==> config.mk <==
export PLATFORM = sky130hd
export DESIGN_NAME = count_job_sequencer
export DESIGN_NICKNAME = d
export VERILOG_FILES = /design/src/rtl/count_job_sequencer.sv
export SDC_FILE = /design/constraint.sdc
export NUM_CORES = 1
export LEC_CHECK = 0
export ABC_AREA = 1
export CELL_PAD_IN_SITES_DETAIL_PLACEMENT = 1
export CELL_PAD_IN_SITES_GLOBAL_PLACEMENT = 2
export CORE_ASPECT_RATIO = 0.75
export CORE_MARGIN = 4
export CORE_UTILIZATION = 33
export DETAILED_ROUTE_END_ITERATION = 8
export GPL_ROUTABILITY_DRIVEN = 0
export GPL_TIMING_DRIVEN = 1
export PLACE_DENSITY_LB_ADDON = 0.1
export SLEW_MARGIN = 5
export SYNTH_ARGS = -nofsm -noshare
export SYNTH_HDL_FRONTEND = slang
export SYNTH_SLANG_ARGS = --single-unit
==> constraint.sdc <==
create_clock -name clk -period 2.96 [get_ports clk]
set_clock_uncertainty 0.15 [all_clocks]
set_input_delay 0.296 -clock clk [delete_from_list [all_inputs] [get_ports clk]]
set_output_delay 0.296 -clock clk [all_outputs]
set_load 0.05 [all_outputs]
==> src/rtl/count_job_sequencer.sv <==
// count_job_sequencer: buffers words in a small FIFO and issues them one at a
// time to the max-consecutive-ones counter, returning each tagged result on a
// valid/ready output. Only one job is outstanding at a time.
// Optional build macro: COUNT_JOB_TIMEOUT_EN adds a RUN watchdog and res_err.
//
// state  | meaning
// IDLE   | waiting for a word to become visible in the FIFO
// ISSUE  | start pulse to the counter, head word popped, tag latched
// RUN    | counter working; wait for busy to have been seen, then done
// SETTLE | let cnt_bit_count settle before sampling it
// RESULT | result presented until the consumer accepts it
module count_job_sequencer #(
    parameter int word_size     = 32,
    parameter int counter_size  = 6,
    parameter int fifo_depth    = 4,
    parameter int tag_size      = 4,
    parameter int settle_cycles = 2
) (
    input  logic                          clk,
    input  logic                          reset,
    input  logic                          in_valid,
    output logic                          in_ready,
    input  logic [word_size-1:0]          in_data,
    output logic [word_size-1:0]          cnt_data,
    output logic                          cnt_start,
    input  logic                          cnt_busy,
    input  logic                          cnt_done,
    input  logic [counter_size-1:0]       cnt_bit_count,
    output logic                          res_valid,
    input  logic                          res_ready,
    output logic [counter_size-1:0]       res_count,
    output logic [tag_size-1:0]           res_tag,
`ifdef COUNT_JOB_TIMEOUT_EN
    output logic                          res_err,
`endif
    output logic [$clog2(fifo_depth):0]   fifo_level
);

    localparam int ptr_w    = $clog2(fifo_depth);
    localparam int lvl_w    = ptr_w + 1;
    localparam int settle_w = (settle_cycles > 1) ? $clog2(settle_cycles) : 1;

    typedef enum logic [2:0] {IDLE, ISSUE, RUN, SETTLE, RESULT} state_t;

    state_t state, state_nxt;

    logic [word_size-1:0] fifo_data [fifo_depth];
    logic [tag_size-1:0]  fifo_tag  [fifo_depth];
    logic [ptr_w-1:0]     wr_ptr, rd_ptr;
    logic [tag_size-1:0]  issue_tag;
    logic                 push, pop;
    logic                 busy_seen;
    logic [settle_w-1:0]  settle_cnt;
    logic                 run_exit, settle_done, wd_expired;

    // Full blocks pushes even when a pop happens in the same cycle.
    assign in_ready    = (fifo_level != lvl_w'(fifo_depth));
    assign push        = in_valid && in_ready;
    assign pop         = (state == ISSUE);
    // A done level without busy having been seen is left over from the previous job.
    assign run_exit    = busy_seen && !cnt_busy && cnt_done;
    assign settle_done = (settle_cnt == '0);

`ifdef COUNT_JOB_TIMEOUT_EN
    localparam int wd_w = $clog2(word_size + 8);
    logic [wd_w-1:0] wd_cnt;
    assign wd_expired = (wd_cnt == '0);
`else
    assign wd_expired = 1'b0;
`endif

    // FIFO storage; contents are qualified by the level, so no reset is needed.
    always_ff @(posedge clk) begin
        if (push) begin
            fifo_data[wr_ptr] <= in_data;
            fifo_tag[wr_ptr]  <= issue_tag;
        end
    end

    // FIFO pointers, occupancy and the acceptance-order tag counter.
    always_ff @(posedge clk or posedge reset) begin
        if (reset) begin
            wr_ptr     <= '0;
            rd_ptr     <= '0;
            issue_tag  <= '0;
            fifo_level <= '0;
        end else begin
            if (push) begin
                wr_ptr    <= wr_ptr + 1'b1;
                issue_tag <= issue_tag + 1'b1;
            end
            if (pop) begin
                rd_ptr <= rd_ptr + 1'b1;
            end
            if (push && !pop) begin
                fifo_level <= fifo_level + 1'b1;
            end else if (pop && !push) begin
                fifo_level <= fifo_level - 1'b1;
            end
        end
    end

    // FSM state register.
    always_ff @(posedge clk or posedge reset) begin
        if (reset) begin
            state <= IDLE;
        end else begin
            state <= state_nxt;
        end
    end

    // Next-state decode and state-derived outputs.
    always_comb begin
        state_nxt = state;
        cnt_start = 1'b0;
        res_valid = 1'b0;
        case (state)
            IDLE: begin
                if (fifo_level != '0) begin
                    state_nxt = ISSUE;
                end
            end
            ISSUE: begin
                cnt_start = 1'b1;
                state_nxt = RUN;
            end
            RUN: begin
                if (run_exit) begin
                    state_nxt = SETTLE;
                end else if (wd_expired) begin
                    state_nxt = RESULT;
                end
            end
            SETTLE: begin
                if (settle_done) begin
                    state_nxt = RESULT;
                end
            end
            RESULT: begin
                res_valid = 1'b1;
                if (res_ready) begin
                    state_nxt = IDLE;
                end
            end
            default: state_nxt = IDLE;
        endcase
    end

    // Job datapath: issued word, busy tracking, settle timer and captured result.
    always_ff @(posedge clk or posedge reset) begin
        if (reset) begin
            cnt_data   <= '0;
            res_count  <= '0;
            res_tag    <= '0;
            busy_seen  <= 1'b0;
            settle_cnt <= '0;
`ifdef COUNT_JOB_TIMEOUT_EN
            wd_cnt     <= '0;
            res_err    <= 1'b0;
`endif
        end else begin
            if (state == IDLE && state_nxt == ISSUE) begin
                cnt_data <= fifo_data[rd_ptr];
            end
            if (state == ISSUE) begin
                res_tag   <= fifo_tag[rd_ptr];
                busy_seen <= 1'b0;
            end else if (state == RUN && cnt_busy) begin
                busy_seen <= 1'b1;
            end
            if (state == RUN && state_nxt == SETTLE) begin
                settle_cnt <= settle_w'(settle_cycles - 1);
            end else if (state == SETTLE && !settle_done) begin
                settle_cnt <= settle_cnt - 1'b1;
            end
            if (state == SETTLE && settle_done) begin
                res_count <= cnt_bit_count;
            end
`ifdef COUNT_JOB_TIMEOUT_EN
            if (state == ISSUE) begin
                wd_cnt  <= wd_w'(word_size + 7);
                res_err <= 1'b0;
            end else if (state == RUN && !wd_expired) begin
                wd_cnt <= wd_cnt - 1'b1;
            end
            if (state == RUN && !run_exit && wd_expired) begin
                res_count <= '0;
                res_err   <= 1'b1;
            end
`endif
        end
    end

endmodule

* Word-level counts from Yosys, hierarchy flattened *
Memory sizes are Yosys's and may differ from the RTL's. A register that Yosys moved wholly into a read port is not among the register bits.
Cells that the tools add are included.

storage, ports and cells
  flip-flop bits (word level) = 22
  memory bits (writable) = 144
  input port bits = 44
  output and inout bits = 48
  memories kept = 2

memory list
  name       words  bits a word  read ports  clocked after memory_dff  write ports  RTL line  RTL
  fifo_data  4      32           1           1                         1            47        logic [word_size-1:0] fifo_data [fifo_depth];
  fifo_tag   4      4            1           1                         1            48        logic [tag_size-1:0] fifo_tag [fifo_depth];

operators by class
  $add $sub $neg = 6
  equality and inequality tests = 7
  multiplexer cells = 15
  bitwise logic cells = 1
  reduce and logical (&&, ||, !) cells = 18

operators with widths
  kind                   count
  $mux W3                6
  $pmux W3 S5            1
  $logic_and A1 B1 Y1    10
  $eq A3 B2 Y1 const B   3
  $mux W1                8
  $eq A3 B1 Y1 const B   2
  $reduce_bool A2 Y1     3
  $add A2 B1 Y2 const B  2
  $add A4 B1 Y4 const B  1
  $add A3 B1 Y3 const B  1
  $eq A3 B3 Y1 const B   1
  $logic_not A1 Y1       3
  $logic_not A3 Y1       1
  $ne A3 B3 Y1 const B   1
  $reduce_bool A3 Y1     1
  $sub A3 B1 Y3 const B  1
  $not A1 Y1             1
  $sub A1 B1 Y1 const B  1

* Depth between registers and ports, before layout *
  word-level depth = 8
  gate-level depth with buffers = 9

* Worst setup path before layout *
No wires, ideal clock.

  path type = reg2reg
  start point = reg fifo_level[0]
  end point = mem fifo_data[0][0] (enable)
  setup time = 0.429 ns
  data arrival time = 2.986 ns
  data required time = 2.381 ns
  slack = -0.605 ns
  stages on the path, launching flop included = 5
  period minus slack after synthesis = 3.565 ns
  cell sequence = dfrtp_1 > nor2_2 > nand2_1 > nand2_2 > nor2_1

between the ends
  longest elaborated chain between the ends = 4

ends and longest elaborated chain
  what                           RTL line  RTL
  start, declared                36        output logic [$clog2(fifo_depth):0] fifo_level
  start signal, assigned         96        fifo_level <= fifo_level + 1'b1;
  start signal, assigned         98        fifo_level <= fifo_level - 1'b1;
  $ne A3 B3 Y1                   57        assign in_ready = (fifo_level != lvl_w'(fifo_depth));
  net in_ready                   22        output logic in_ready,
  $logic_and A1 B1 Y1            58        assign push = in_valid && in_ready;
  $mux W1                        74        if (push) begin
  $mux W1 (not written as such)  75        fifo_data[wr_ptr] <= in_data;
  end, declared                  47

The timed path passes the listed nets, and every way through them passes these cells.

* Worst setup path in the final report *
  start point = reg state[1]
  end point = out cnt_start

between the ends
  longest elaborated chain between the ends = 2

ends and longest elaborated chain
  what                    RTL line  RTL
  start, declared         45        state_t state, state_nxt;
  start signal, assigned  108       state <= state_nxt;
  $eq A3 B1 Y1            117       case (state)
  $mux W1                 117
  end, declared           25        output logic cnt_start,

No other way between the ends.

==> impl_metrics.json <==
{
  "drive_above_1_share": 0.0658,
  "clockBufferDepth": 3,
  "vias_per_cell": 4.49,
  "synth_edf_count": 144,
  "ys_types": 26,
  "antenna_found_initial": 0,
  "portBuffers": 91,
  "relSlewSlack": 0.424,
  "yosysSeqAreaShare": 0.681,
  "drtAntennaViolNets": 0,
  "yosysMostFrequentCell": "nand2_1",
  "row_count": 50,
  "finalCritPeriodShare": 0.914,
  "gr-total-overflow": 0,
  "syn_inst": 843,
  "postCtsHoldBufs": 0,
  "required_ns": 2.51,
  "synth.top_cells.by_area": "edfxtp_1, dfrtp_1, nand2_1, inv_1, nand3_1",
  "die_w_um": 193,
  "synth_flop_cell": "edfxtp_1",
  "crit_path_end_kind": "primary output",
  "power_density_nw_per_um2": 1140,
  "wirelength_um": 22000,
  "cts_tree": "built",
  "numCtsBuffers": 23,
  "vias": 5822,
  "drc": 0,
  "tightest_slew_ns": 0.863,
  "path_buf_inv": 2,
  "tns_ns": 0,
  "nFillCells": 2840,
  "hold_path_class": "in -> async",
  "avgRoutedWirePerCell_um": 17.0,
  "path_max_fanout": 10,
  "first_pass_iters": 4,
  "register_area_um2": 5780,
  "critPathArrivalTime_ns": 2.26,
  "status": "finished clean",
  "ys_async_sr_fraction": 0.287,
  "yosys.area.top_type_share": 0.510,
  "grt_pass1_vias": 6490,
  "fin_area_um2": 10600,
  "finalNetCount": 993,
  "grt_use_total": 0.160,
  "post_cts_buffers": 0,
  "hold_viol": 0,
  "syn_nets": 894,
  "drtIter0Drc": 269,
  "cp_cell_sequence": "nor2_1 > nand2_2 > inv_2 > clkdlybuf4s50_1",
  "num_io_pins": 92,
  "die_area_um2": 28400,
  "cpMaxStageDelayCell": "clkdlybuf4s50_1",
  "clk_latency_ns": 0.50,
  "synthTopCellsByCount": "nand2_1, inv_1, edfxtp_1, nand3_1, dfrtp_1",
  "syn_area_um2": 8490,
  "p_leak_nw": 4.81,
  "ys_warn_count": 0,
  "cp-start-kind": "register",
  "grt_max_degree": 47,
  "slowest_delay_ns": 0.82,
  "peakVddDrop_uv": 714,
  "critical_path_class": "reg -> out",
  "reg2reg_depth": 8,
  "cts_resized": 0,
  "syn_avg_cell_area_um2": 10.1,
  "clock_sinks": 202,
  "cts_max_level": 1,
  "yosysTopAreaCell": "edfxtp_1",
  "placed_area_um2": 9870,
  "critPathTopFamily": "buffers and inverters",
  "cts_root_buf": "clkbuf_16",
  "rsz0062_at_grt": "no",
  "area_growth_syn_to_layout_pct": 24.3,
  "clkTransAtPathRegs_ns": 0.06,
  "multi_input_comb_area_um2": 1960,
  "finalSetupViolCount": 0,
  "core_um2": 25100,
  "drv_cap": 0,
  "period_needed_ns": 2.71,
  "yosys_register_bits": 202,
  "diodes": 0,
  "crit_cells": 4,
  "timing.fmax_mhz": 370,
  "slew_viol_final": 0,
  "grt_first_pass_wirelength_um": 35900,
  "place_hpwl_um": 14100,
  "initial_utilization": 0.337,
  "finalPower_mw": 12.0,
  "die_y_um": 147
}
area by class of cell:
cell class / instances / share of cell area
clock buffers: 35 / 0.0598
repair buffers: 103 / 0.103
well taps: 338 / 0.0401
inverters: 165 / 0.0587
multi-input cells: 447 / 0.186
clock inverters: 6 / 0.00498
flip-flops and latches: 202 / 0.548
power breakdown:
group | total, mW | switching, mW | internal [mW]
Combinational | 5.03 | 3.50 | 1.54
Clock | 2.63 | 1.08 | 1.55
Sequential | 4.37 | 0.447 | 3.92
layer usage:
metal | vias to the layer above | global-route usage | part of all wire
li1 | 2803 | - | -
met4 | 0 | 0.0329 | 0.019
met5 | - | 0 | 0
met1 | 2902 | 0.219 | 0.48
met3 | 32 | 0.0261 | 0.032
met2 | 85 | 0.271 | 0.47
through the flow:
stage	std cells	setup slack, ns	hold WS (ns)	util
6_report	1296	0.254	0.0943	0.420
2_1_floorplan	843	-0.0424	0.245	-
3_3_place_gp	1255	0.545	0.304	0.392
5_1_grt	1296	0.101	0.154	0.420
4_1_cts	1296	0.230	0.122	0.420
3_5_place_dp	1255	0.388	0.314	0.392
state kept, by name, summed over array words and instances, names as in the netlist:
signal,cells
fifo_data,128
settle_cnt,1
fifo_tag,16
fifo_level,3
state,3
res_count,6
rd_ptr,2
issue_tag,4
busy_seen,1
wr_ptr,2
cnt_data,32
res_tag,4
cell usage in the layout (no fill, tap or decap), types with 2 or more instances in the layout:
master           count
nand3_1             76
nand2_2              3
ha_1                 6
clkinv_1             2
nand2_1            329
clkbuf_16           23
xnor2_1              3
clkinv_2             3
nor2_4               7
inv_2                8
nor2_1               8
clkdlybuf4s50_1     91
dfrtp_1             56
xor2_1               2
inv_1              157
dfrtp_2              2
o21ai_0              4
buf_4                5
buf_12               7
clkbuf_1            11
nand3_2              2
edfxtp_1           144
logic make-up (layout without fill, tap and decap cells):
| family | count (synthesis) | count (layout) | share of synthesized area |
|---|---|---|---|
| AND/OR/NAND/NOR | 428 | 428 | 0.206 |
| flip-flops | 202 | 202 | 0.681 |
| buffers and inverters | 194 | 309 | 0.0920 |
| adder cells (fa/ha/maj) | 7 | 7 | 0.0112 |
| AO/OA/AOI/OAI | 7 | 7 | 0.00487 |
| XOR/XNOR | 5 | 5 | 0.00516 |
worst paths after layout:
check,startpoint,endpoint,slack [ns]
setup / recovery,state[1]$_DFF_PP0_,cnt_start,0.25
hold / removal,reset,cnt_data[25]$_DFFE_PP0P_,0.09
setup reg to reg,fifo_level[0]$_DFFE_PP0P_,fifo_level[2]$_DFFE_PP0P_,0.74
hold reg to reg,res_count[5]$_DFFE_PP0P_,res_count[5]$_DFFE_PP0P_,0.32
max in group asynchronous,reset,cnt_data[29]$_DFFE_PP0P_,1.92
min in group clk,cnt_bit_count[2],res_count[2]$_DFFE_PP0P_,0.19
Power figures use the tool's default switching activity.
